[src/rtl/button_conditioner_if.sv]
// Button/paddle-control bundle between the raw paddle buttons and the button conditioner.
// The slave modport is the conditioner's view; the master modport is the driver/observer side.
interface button_conditioner_if;
    logic       i_btn1_left;
    logic       i_btn1_right;
    logic       i_btn2_left;
    logic       i_btn2_right;
    logic       o_control1_left;
    logic       o_control1_right;
    logic       o_control2_left;
    logic       o_control2_right;
    logic [3:0] o_press;

    modport slave (
        input  i_btn1_left,
        input  i_btn1_right,
        input  i_btn2_left,
        input  i_btn2_right,
        output o_control1_left,
        output o_control1_right,
        output o_control2_left,
        output o_control2_right,
        output o_press
    );

    modport master (
        output i_btn1_left,
        output i_btn1_right,
        output i_btn2_left,
        output i_btn2_right,
        input  o_control1_left,
        input  o_control1_right,
        input  o_control2_left,
        input  o_control2_right,
        input  o_press
    );
endinterface

[src/rtl/button_conditioner.sv]
// Four-channel paddle button conditioner: 2-flop sync, counter debounce, press pulse, per-player conflict masking.
// Define BTN_ACTIVE_LOW_EN for pull-up buttons (raw 0 = pressed); default build treats raw inputs as active-high.
module button_conditioner #(
    parameter int unsigned DEBOUNCE_CYCLES = 120000,
    parameter int unsigned CNT_W           = 17
) (
    input  logic                 i_clk,
    input  logic                 i_reset_n,
    button_conditioner_if.slave  btn
);

    localparam logic [CNT_W-1:0] CNT_LAST = CNT_W'(DEBOUNCE_CYCLES - 1);

    // Channel order matches o_press: {2R, 2L, 1R, 1L}
    logic [3:0]       raw_w;
    logic [3:0]       sync1_q;
    logic [3:0]       sync2_q;
    logic [3:0]       stable_q;
    logic [3:0]       stable_d;
    logic [CNT_W-1:0] cnt_q [4];
    logic [CNT_W-1:0] cnt_d [4];
    logic [3:0]       press_q;
    logic [3:0]       press_d;
    logic [3:0]       ctrl_q;
    logic [3:0]       ctrl_d;

`ifdef BTN_ACTIVE_LOW_EN
    assign raw_w = ~{btn.i_btn2_right, btn.i_btn2_left, btn.i_btn1_right, btn.i_btn1_left};
`else
    assign raw_w =  {btn.i_btn2_right, btn.i_btn2_left, btn.i_btn1_right, btn.i_btn1_left};
`endif

    always_comb begin
        stable_d = stable_q;
        for (int unsigned i = 0; i < 4; i++) begin
            cnt_d[i] = '0;
            if (sync2_q[i] != stable_q[i]) begin
                if (cnt_q[i] == CNT_LAST) begin
                    stable_d[i] = sync2_q[i];
                end else begin
                    cnt_d[i] = cnt_q[i] + 1'b1;
                end
            end
        end

        // Outputs are derived from the next stable value so they register on the same edge as stable
        press_d   = stable_d & ~stable_q;
        ctrl_d[0] = stable_d[0] & ~stable_d[1];
        ctrl_d[1] = stable_d[1] & ~stable_d[0];
        ctrl_d[2] = stable_d[2] & ~stable_d[3];
        ctrl_d[3] = stable_d[3] & ~stable_d[2];
    end

    always_ff @(posedge i_clk) begin
        if (!i_reset_n) begin
            sync1_q  <= '0;
            sync2_q  <= '0;
            stable_q <= '0;
            press_q  <= '0;
            ctrl_q   <= '0;
            for (int unsigned i = 0; i < 4; i++) begin
                cnt_q[i] <= '0;
            end
        end else begin
            sync1_q  <= raw_w;
            sync2_q  <= sync1_q;
            stable_q <= stable_d;
            press_q  <= press_d;
            ctrl_q   <= ctrl_d;
            for (int unsigned i = 0; i < 4; i++) begin
                cnt_q[i] <= cnt_d[i];
            end
        end
    end

    assign btn.o_control1_left  = ctrl_q[0];
    assign btn.o_control1_right = ctrl_q[1];
    assign btn.o_control2_left  = ctrl_q[2];
    assign btn.o_control2_right = ctrl_q[3];
    assign btn.o_press          = press_q;

endmodule
[src/flat_wrapper.sv]
// flat-port wrapper written by rule: the top's interface ports become plain ports
module button_conditioner_flat 
#(
    parameter int unsigned DEBOUNCE_CYCLES = 120000,
    parameter int unsigned CNT_W           = 17
)
  (i_clk, i_reset_n, btn_i_btn1_left, btn_i_btn1_right, btn_i_btn2_left, btn_i_btn2_right, btn_o_control1_left, btn_o_control1_right, btn_o_control2_left, btn_o_control2_right, btn_o_press);
  button_conditioner_if btn_i ();
  input  logic i_clk;
  input  logic i_reset_n;
  input wire logic [$bits(btn_i.i_btn1_left)-1:0] btn_i_btn1_left;
  input wire logic [$bits(btn_i.i_btn1_right)-1:0] btn_i_btn1_right;
  input wire logic [$bits(btn_i.i_btn2_left)-1:0] btn_i_btn2_left;
  input wire logic [$bits(btn_i.i_btn2_right)-1:0] btn_i_btn2_right;
  output wire logic [$bits(btn_i.o_control1_left)-1:0] btn_o_control1_left;
  output wire logic [$bits(btn_i.o_control1_right)-1:0] btn_o_control1_right;
  output wire logic [$bits(btn_i.o_control2_left)-1:0] btn_o_control2_left;
  output wire logic [$bits(btn_i.o_control2_right)-1:0] btn_o_control2_right;
  output wire logic [$bits(btn_i.o_press)-1:0] btn_o_press;
  assign btn_i.i_btn1_left = btn_i_btn1_left;
  assign btn_i.i_btn1_right = btn_i_btn1_right;
  assign btn_i.i_btn2_left = btn_i_btn2_left;
  assign btn_i.i_btn2_right = btn_i_btn2_right;
  assign btn_o_control1_left = btn_i.o_control1_left;
  assign btn_o_control1_right = btn_i.o_control1_right;
  assign btn_o_control2_left = btn_i.o_control2_left;
  assign btn_o_control2_right = btn_i.o_control2_right;
  assign btn_o_press = btn_i.o_press;
  button_conditioner #(.DEBOUNCE_CYCLES(DEBOUNCE_CYCLES), .CNT_W(CNT_W)) u_core (.i_clk(i_clk), .i_reset_n(i_reset_n), .btn(btn_i));
endmodule
[config.mk]
export PLATFORM = sky130hd
export DESIGN_NAME = button_conditioner_flat
export DESIGN_NICKNAME = d
export VERILOG_FILES = /design/src/rtl/button_conditioner_if.sv /design/src/rtl/button_conditioner.sv /design/src/flat_wrapper.sv
export SDC_FILE = /design/constraint.sdc
export NUM_CORES = 1
export LEC_CHECK = 0
export BUFFER_PORTS_ARGS = -buffer_cell sky130_fd_sc_hd__buf_2
export CORE_ASPECT_RATIO = 0.7
export CORE_MARGIN = 3
export CORE_UTILIZATION = 45
export DETAILED_ROUTE_END_ITERATION = 7
export PLACE_DENSITY_LB_ADDON = 0.2
export SLEW_MARGIN = 20
export SYNTH_ARGS = -nofsm -noshare
export SYNTH_HDL_FRONTEND = slang
export SYNTH_SLANG_ARGS = --single-unit
export TNS_END_PERCENT = 5
[constraint.sdc]
create_clock -name i_clk -period 1.5 [get_ports i_clk]
set_input_delay 0.15 -clock i_clk [delete_from_list [all_inputs] [get_ports i_clk]]
set_output_delay 0.15 -clock i_clk [all_outputs]
set_load 0.01 [all_outputs]
==> results.yml <==
run_status:
  status: "finished, violations left"
  violations: "negative setup slack"
global_route:
  antenna_found_initial: 0
  grt_usage_pct: 18.08
  grt_pass1_wl_mm: 13.68
  grt_overflow: 0
  grt_max_degree: 18
  grt_pass1_vias: 2989
synthesis:
  syn-num-nets: 427
  yosys_warnings: 0
  synth_ff_type: "dfxtp_1"
  syn_inst: 417
  synth.most_common_cell: "dfxtp_1"
  synth_area_per_cell_um2: 8.965
  synth_seq_area_share_pct: 47.12
  synth_top_area_cell: "dfxtp_1"
  synth-edff-count: 0
  synthTopCellsByArea: "dfxtp_1 47%, xnor2_1 8.4%, nor2_1 7.0%"
  synthArstFlopShare_pct: 0
  yosys.area.top_type_share_pct: 47.12
  ys_seq_elements: 88
  netlist_area_mm2: 0.003739
  synth_cell_types: 44
  synthTopCellsByCount: "88 x dfxtp_1, 70 x nor2_1, 36 x xnor2_1, 31 x nand3_1, 25 x nand2_1"
detailed_routing:
  drcViolationCount: 0
  via_count: 3221
  drt_pass1_iterations: 4
  drtIter0Drc: 204
  ant_nets: 0
  wl_per_cell_um: 13.33
  viasPerCell: 5.178
  wl_mm: 8.290
worst_setup_path:
  path_buf_inv: 0
  cp_cell_sequence: "ha_4 -> nand2_2 -> or4_4 -> or3_4 -> a21oi_2"
  cp_top_family: "simple AND/OR/NAND/NOR gates"
  reg2reg_setup_slack_ns: -0.06
  rr_endpoint: "u_core.cnt_q[0][50]$_SDFF_PP0_"
  reg2reg_from: "u_core.cnt_q[0][34]$_SDFF_PP0_"
  critPathSlowestCell: "or4_4"
  worst_setup_path_end_kind: "flip-flop"
  cp.arrival_ns: 1.83
  crit_path_max_fanout: 4
  worst_ep_required_time_ns: 1.77
  worst-setup-path-type: "reg -> reg"
  cp-start-kind: "flip-flop"
  critPathMaxStageDelay_ns: 0.49
  rr_worst_depth: 5
placed_design:
  portBuffers: 13
  gp_congestion: 0.8219
  place_hpwl_mm: 5.931
cells_and_area:
  fillerInstances: 673
  antenna_cells: 0
  multi_input_area_mm2: 0.002079
  syn_to_final_growth_pct: 35.37
  fin_nets: 526
  ff_latch_area_mm2: 0.001792
  drive_gt1_share_pct: 32.25
job:
  maxCapViolCount: 0
die:
  coreArea_mm2: 0.007973
  ioPinCount: 14
  num_rows: 27
  die_w_um: 114.9
  initial_core_util_pct: 46.89
  die_area_mm2: 0.009455
  die_h_um: 82.26
sta:
  setup_ws_ns: -0.05822
  worst_pin_slew_ns: 0.3973
  fin_skew_ns: 0.004970
  max_freq_ghz: 0.6418
  hold_viol_final: 0
  fin_crit_sh_pct: 103.9
  grt_setup_unrepaired: "yes"
  setup_viol: 5
  finalCriticalPeriod_ns: 1.558
  tns_ns: -0.1398
  relSlewSlack_pct: 73.27
  maxSlewViolCount: 0
clocking:
  cts_inserted_buffers: 9
  clk_pin_slew_worst_paths_ns: 0.06
  root_buffer: "clkbuf_16"
  cts_tree: "built"
  insertion_delay_ns: 0.34
  clk_path_buf_depth: 2
  cts-htree-levels: 3
  postCtsHoldBufs: 0
  cts_sinks: 88
min_path:
  hold_end: "u_core.sync1_q[1]$_SDFF_PN0_"
  min_from: "btn_i_btn1_right"
  min_path_cells: 2
  worstHoldPathType: "in -> reg"
power:
  power_mw: 4.649
  leakage_nw: 1.860
  power_density_mw_per_mm2: 918.5
  ir_drop_mv: 0.5669
metrics by stage:
step	std cells	hold WS, ns	setup slack, ns	area (um2)	utilization [%]
2_1_floorplan	417	0.2773	-0.01962	3819	-
3_3_place_gp	604	0.3567	-0.04592	4607	57.78
3_5_place_dp	604	0.3629	-0.07668	4607	57.78
4_1_cts	620	0.01143	-0.07004	4938	61.94
5_1_grt	622	0.02077	-0.1207	5061	63.48
6_report	622	0.02094	-0.05822	5061	63.48
layout make-up:
type,instances,area share [%]
multi-input cells,311,41.09
flip-flops and latches,88,35.40
repair buffers,96,14.34
clock buffers,13,5.142
well taps,101,2.497
clock inverters,3,0.7911
inverters,10,0.7417
flip-flops by register name, indices dropped and copies added, names as in the netlist:
| register | flops |
|---|---|
| u_core.sync1_q | 4 |
| u_core.stable_q | 4 |
| u_core.ctrl_q | 4 |
| u_core.sync2_q | 4 |
| u_core.cnt_q | 68 |
| u_core.btn.o_press | 4 |
timing repair:
action	CTS	global route
pin swaps	2	10
hold endpoints to repair	0	0
resized for setup	10	28
buffers inserted	0	2
setup endpoints to repair	22	76
routing by layer:
layer	up-vias	GRT usage [%]	wire length (um)
li1	1670	-	-
met1	1479	25.35	4208
met2	60	27.08	3644
met3	12	5.025	334
met4	0	5.510	102
met5	-	0	0
logic make-up after synthesis:
family	share of synthesized area [%]
AND/OR/NAND/NOR	30.39
flip-flops	47.12
XOR/XNOR	13.12
AO/OA/AOI/OAI	6.024
buffers and inverters	2.008
adder cells (fa/ha/maj)	1.339
layout by cell type (no fill, tap or decap), drive strengths merged, types with 2 or more instances in the layout:
cell type / instances
nand2: 25
xor2: 20
a21o: 2
or3: 8
nor4bb: 2
and2: 10
dfxtp: 88
o211ai: 5
nand4: 15
buf: 96
a21boi: 2
a21oi: 7
o21ai: 6
nand3: 33
nor3: 14
clkinv: 2
nor2: 70
clkbuf: 13
nand4b: 2
inv: 10
and3: 12
nor4b: 3
or2: 3
or4: 4
xnor2: 36
ha: 4
nor4: 15
nor3b: 2
a221oi: 3
power breakdown:
group,switching (mW),total (mW),leakage [nW],internal (mW)
Sequential,0.00782,2.35,0.721,2.35
Combinational,0.0352,0.0667,0.990,0.0315
Clock,0.853,2.23,0.150,1.38
Total,0.896,4.65,1.86,3.75
worst register-to-register path: cells and delay by family, from the launching register on:
| family | cells | cell delay, ns |
|---|---|---|
| and+or+nand+nor | 3 | 0.88 |
| DFF | 1 | 0.36 |
| adders and majority gates | 1 | 0.14 |
| AOI/OAI and AO/OA | 1 | 0.11 |
worst max-delay path by stage:
stage	endpoint	startpoint	depth (start not counted)	slack (ns)
after floorplan	u_core.ctrl_q[2]$_SDFF_PN0_	u_core.cnt_q[0][35]$_SDFF_PP0_	5	-0.02
after global placement	u_core.cnt_q[0][50]$_SDFF_PP0_	u_core.cnt_q[0][35]$_SDFF_PP0_	5	-0.05
after detailed placement	u_core.cnt_q[0][50]$_SDFF_PP0_	u_core.cnt_q[0][34]$_SDFF_PP0_	5	-0.08
after CTS	u_core.cnt_q[0][50]$_SDFF_PP0_	u_core.cnt_q[0][34]$_SDFF_PP0_	5	-0.07
after global routing	u_core.cnt_q[0][49]$_SDFF_PP0_	u_core.cnt_q[0][36]$_SDFF_PP0_	4	-0.12
final	u_core.cnt_q[0][50]$_SDFF_PP0_	u_core.cnt_q[0][34]$_SDFF_PP0_	5	-0.06
Power figures use the tool's default switching activity.
